--- src/rtl/ram_arbiter.sv ---
// Two-master round-robin arbiter that serialises read/write requests onto one
// single-port synchronous RAM, issuing a one-cycle strobe and returning an ack.
module ram_arbiter #(
  parameter int DATA_WIDTH = 8,
  parameter int ADDR_WIDTH = 4
) (
  input  logic                  i_clk,
  input  logic                  i_rst_n,
  input  logic                  i_req0,
  input  logic                  i_we0,
  input  logic [ADDR_WIDTH-1:0] i_addr0,
  input  logic [DATA_WIDTH-1:0] i_wdata0,
  output logic                  o_ack0,
  output logic [DATA_WIDTH-1:0] o_rdata0,
  input  logic                  i_req1,
  input  logic                  i_we1,
  input  logic [ADDR_WIDTH-1:0] i_addr1,
  input  logic [DATA_WIDTH-1:0] i_wdata1,
  output logic                  o_ack1,
  output logic [DATA_WIDTH-1:0] o_rdata1,
  output logic                  o_ram_read,
  output logic                  o_ram_write,
  output logic [ADDR_WIDTH-1:0] o_ram_address,
  output logic [DATA_WIDTH-1:0] o_ram_data,
  input  logic                  i_ram_done,
  input  logic [DATA_WIDTH-1:0] i_ram_data,
  output logic                  o_busy,
  output logic                  o_grant,
  output logic [1:0]            o_dbg_state
);

  // Handshake: a master raises req (level) with stable we/addr/wdata; the
  // request is captured at grant and completed by a one-cycle ack, after which
  // the master must drop req or present its next request.
  typedef enum logic [1:0] {
    S_IDLE  = 2'd0,
    S_ISSUE = 2'd1,
    S_WAIT  = 2'd2,
    S_RESP  = 2'd3
  } state_t;

  state_t                state_q, state_d;
  logic                  ptr_q, ptr_d;
  logic                  grant_q, grant_d;
  logic                  we_q, we_d;
  logic [ADDR_WIDTH-1:0] addr_q, addr_d;
  logic [DATA_WIDTH-1:0] wdata_q, wdata_d;
  logic                  read_q, read_d;
  logic                  write_q, write_d;
  logic                  ack0_q, ack0_d;
  logic                  ack1_q, ack1_d;
  logic [DATA_WIDTH-1:0] rdata0_q, rdata0_d;
  logic [DATA_WIDTH-1:0] rdata1_q, rdata1_d;
  logic                  busy_q, busy_d;
  logic                  win1;

  always_comb begin
    state_d  = state_q;
    ptr_d    = ptr_q;
    grant_d  = grant_q;
    we_d     = we_q;
    addr_d   = addr_q;
    wdata_d  = wdata_q;
    read_d   = 1'b0;
    write_d  = 1'b0;
    ack0_d   = 1'b0;
    ack1_d   = 1'b0;
    rdata0_d = rdata0_q;
    rdata1_d = rdata1_q;
    win1     = 1'b0;

    case (state_q)
      S_IDLE: begin
        if (i_req0 || i_req1) begin
          // A lone requester wins; on contention the pointer decides.
          win1    = i_req1 & (~i_req0 | ptr_q);
          grant_d = win1;
          ptr_d   = ~win1;
          we_d    = win1 ? i_we1    : i_we0;
          addr_d  = win1 ? i_addr1  : i_addr0;
          wdata_d = win1 ? i_wdata1 : i_wdata0;
          read_d  = ~we_d;
          write_d = we_d;
          state_d = S_ISSUE;
        end
      end
      S_ISSUE: state_d = S_WAIT;
      S_WAIT: begin
        if (i_ram_done) begin
          if (!we_q) begin
            if (grant_q) rdata1_d = i_ram_data;
            else         rdata0_d = i_ram_data;
          end
          ack0_d  = ~grant_q;
          ack1_d  = grant_q;
          state_d = S_RESP;
        end
      end
      S_RESP: state_d = S_IDLE;
      default: state_d = S_IDLE;
    endcase

    busy_d = (state_d != S_IDLE);
  end

  always_ff @(posedge i_clk) begin
    if (!i_rst_n) begin
      state_q  <= S_IDLE;
      ptr_q    <= 1'b0;
      grant_q  <= 1'b0;
      we_q     <= 1'b0;
      addr_q   <= '0;
      wdata_q  <= '0;
      read_q   <= 1'b0;
      write_q  <= 1'b0;
      ack0_q   <= 1'b0;
      ack1_q   <= 1'b0;
      rdata0_q <= '0;
      rdata1_q <= '0;
      busy_q   <= 1'b0;
    end else begin
      state_q  <= state_d;
      ptr_q    <= ptr_d;
      grant_q  <= grant_d;
      we_q     <= we_d;
      addr_q   <= addr_d;
      wdata_q  <= wdata_d;
      read_q   <= read_d;
      write_q  <= write_d;
      ack0_q   <= ack0_d;
      ack1_q   <= ack1_d;
      rdata0_q <= rdata0_d;
      rdata1_q <= rdata1_d;
      busy_q   <= busy_d;
    end
  end

  assign o_ack0        = ack0_q;
  assign o_ack1        = ack1_q;
  assign o_rdata0      = rdata0_q;
  assign o_rdata1      = rdata1_q;
  assign o_ram_read    = read_q;
  assign o_ram_write   = write_q;
  assign o_ram_address = addr_q;
  assign o_ram_data    = wdata_q;
  assign o_busy        = busy_q;
  assign o_grant       = grant_q;
  assign o_dbg_state   = state_q;

endmodule

--- config.mk ---
export PLATFORM = sky130hd
export DESIGN_NAME = ram_arbiter
export DESIGN_NICKNAME = d
export VERILOG_FILES = /design/src/rtl/ram_arbiter.sv
export SDC_FILE = /design/constraint.sdc
export NUM_CORES = 1
export LEC_CHECK = 0
export BUFFER_PORTS_ARGS = -buffer_cell sky130_fd_sc_hd__buf_2
export CORE_ASPECT_RATIO = 0.5
export CORE_MARGIN = 2
export CORE_UTILIZATION = 44
export DETAILED_ROUTE_END_ITERATION = 8
export PLACE_DENSITY = 0.82
export SYNTH_ARGS = -nofsm -noshare
export SYNTH_HDL_FRONTEND = slang
export SYNTH_SLANG_ARGS = --single-unit
--- constraint.sdc ---
create_clock -name i_clk -period 1.7 [get_ports i_clk]
set_input_delay 0.085 -clock i_clk [delete_from_list [all_inputs] [get_ports i_clk]]
set_output_delay 0.085 -clock i_clk [all_outputs]
set_load 0.01 [all_outputs]
==> qor.csv <==
stage,metric,value,unit
clock_tree,clock_path_buffers,2,
logic_synthesis,synth_area,0.00145,sq mm
job,cap_violations,0,
finish,instances_no_fill,264,
critical_path,critPathTopFamily,compound AO/OA/AOI/OAI gates,
critical_path,crit_arrival,1.77,ns
logic_synthesis,netlist_top_cells_count,"dfxtp_1, nand3_1, o21ai_0",
logic_synthesis,synth.yosys.seq_area_share,0.524,
logic_synthesis,yosysMostFrequentCell,dfxtp_1,
pwr,p_leak,0.982,nW
detailed_routing,drc_errors,0,
floorplan,num_rows,14,
detailed_routing,wire_per_inst,13.2,um
pwr,peakVddDrop,0.000790,V
logic_synthesis,synth_area_per_cell,9.68,sq um
clock_tree,htree_levels,2,
finish,area_growth,34.9,%
logic_synthesis,async_reset_ff_frac,0,
status,status,finished clean,
placed_design,place_hpwl,2490,um
timing,rsz0062_at_grt,false,
logic_synthesis,synthCells,150,
floorplan,pin_count,75,
timing,hold_violations,0,
clock_tree,cts_buffers,5,
timing,finalSetupTns,0,ns
logic_synthesis,synth-seq-cells,38,
timing,max_freq,0.652,GHz
global_route,grt_pass1_wl,5450,um
detailed_routing,ant_nets,0,
worst_hold_path,hp-class,primary input to flip-flop,
logic_synthesis,yosysUniqueCellTypes,29,
timing,maxSlewViolCount,0,
logic_synthesis,synth_edf_count,0,
critical_path,cp_num_buf_inv,1,
pwr,p_per_area,1380,mW/mm^2
timing,finalClockSkew,0.00480,ns
clock_tree,insertion_delay,0.29,ns
floorplan,start_util,0.473,
critical_path,critPathMaxFanout,12,
clock_tree,clkTransAtPathRegs,0.08,ns
floorplan,fp.dieH,44.6,um
clock_tree,cts_setup_buffers,0,
timing,max_slew_margin,0.598,
finish,diodes,0,
detailed_routing,drtIter0Drc,71,
finish,layout-drive-gt1-share,0.397,
clock_tree,cts.sinks,38,
placed_design,gp_congestion,0.817,
placed_design,dp.cells,256,
floorplan,die_w,85.2,um
floorplan,core,0.00307,sq mm
clock_tree,hold_buffers,0,
finish,layout.nets,265,
global_route,overflow,0,
logic_synthesis,ys_top_cells_by_area,"dfxtp_1, a221o_1, nand3_1",
critical_path,max_stage_delay,0.48,ns
global_route,grt_max_degree,43,
global_route,grt_use_total,0.187,
detailed_routing,routed_wl,3480,um
logic_synthesis,yosys_warnings,0,
clock_tree,cts_resized,0,
critical_path,cp.required,1.93,ns
timing,period_minus_slack,1.53,ns
global_route,grt_pass1_vias,1259,
global_route,grt_antenna_before_repair,0,
critical_path,cpMaxStageDelayCell,a211oi_4,
logic_synthesis,ys.flop_type,dfxtp_1,
detailed_routing,first_pass_iters,4,
timing,finalSetupViolCount,0,
clock_tree,cts_tree,built,
logic_synthesis,netlist.area_leader.share,0.524,
critical_path,cp-end-kind,flip-flop,
logic_synthesis,syn_nets,192,
timing,tightestPinTransition,0.600,ns
critical_path,path_class,flip-flop to flip-flop,
placed_design,portBuffers,74,
detailed_routing,num_vias,1368,
clock_tree,clk_root_buffer_cell,clkbuf_8,
detailed_routing,vias_per_cell,5.18,
floorplan,die_area,0.00380,sq mm
timing,finalCritPeriodShare,0.902,
logic_synthesis,netlist.top_cell.by_area,dfxtp_1,
critical_path,crit_chain,inv_1 -> ha_1 -> nand2_1 -> a211oi_4 -> a221o_1,
critical_path,start_kind,flip-flop,
## worst reg2reg max path: cells and delay by family, from the launching register on
kind / cells / cell delay, ns
buffers and inverters: 1 / 0.10
DFF: 1 / 0.33
adders and majority gates: 1 / 0.20
AOI/OAI and AO/OA: 2 / 0.74
and+or+nand+nor: 1 / 0.11
## flip-flops by register name, summed over array words and instances (netlist names)
signal         cells
o_ram_data         8
o_ram_address      4
ptr_q              1
we_q               1
o_grant            1
o_rdata1           8
o_rdata0           8
o_ack1             1
o_busy             1
o_ram_write        1
o_dbg_state        2
o_ram_read         1
o_ack0             1
## power by group
part / internal [mW] / leakage, nW / switching [mW]
registers: 1.06 / 0.310 / 0.0970
logic: 0.377 / 0.615 / 0.452
clock network: 0.410 / 0.0575 / 0.315
## area by class of cell
| cell class | instances | area, sq um |
|---|---|---|
| fill | 271 | 1110 |
| multi-input combinational | 96 | 622 |
| timing repair buffer | 78 | 400 |
| clock buffer | 8 | 110 |
| tap | 40 | 50.0 |
| inverter | 4 | 15.0 |
| sequential | 38 | 761 |
## placed cells by master, fill, tap and decap left out, types with 3 or more instances in the layout
cell type  netlist  final
ha_1             3      3
and3_1          12     12
inv_1            4      4
buf_4            0      4
dfxtp_1         38     38
nand3_1         18     18
buf_2            7     74
clkbuf_8         0      8
a221o_1         12     12
nor2_1           4      4
nand2_1         10     10
o21ai_0         16     16
## metal layers
layer	GRT usage	routed length (um)	share of wire	vias to the layer above
met5	0	0	0	-
met4	0.0857	23	0.0066	0
met3	0.0485	174	0.050	3
met2	0.336	1750	0.50	40
met1	0.216	1530	0.44	627
li1	-	-	-	698
## path summary, 6_finish.rpt
check,startpoint,to,slack [ns],cells past startpoint
hold reg to reg,o_rdata1[3]$_SDFFE_PN0P_,o_rdata1[3]$_SDFFE_PN0P_,0.47,2
setup / recovery,o_dbg_state[0]$_SDFF_PN0_,o_ram_data[4]$_SDFFE_PN0P_,0.17,5
setup reg to reg,o_dbg_state[0]$_SDFF_PN0_,o_ram_data[4]$_SDFFE_PN0P_,0.17,5
hold / removal,i_addr1[0],o_ram_address[0]$_SDFFE_PN0P_,0.01,2
## metrics by stage
step | instance area, sq um | power [mW] | util | hold WS, ns | setup WS, ns
4_1_cts | 1950 | 2.70 | 0.636 | 0.0102 | 0.0148
3_5_place_dp | 1840 | 1.98 | 0.600 | 0.313 | 0.0365
5_1_grt | 1960 | 2.86 | 0.639 | 0.0179 | 0.0390
3_3_place_gp | 1840 | 1.96 | 0.600 | 0.308 | 0.130
2_1_floorplan | 1450 | 1.69 | - | 0.223 | 0.126
6_report | 1960 | 2.71 | 0.639 | 0.0146 | 0.167
## cells by family (layout without fill, tap and decap cells)
group / Yosys count / after routing / synth area share
adders and majority gates: 3 / 3 / 0.0259
and+or+nand+nor: 54 / 54 / 0.203
DFF: 38 / 38 / 0.524
AOI/OAI and AO/OA: 39 / 39 / 0.194
buffers and inverters: 16 / 90 / 0.0526
Power figures use the tool's default switching activity.
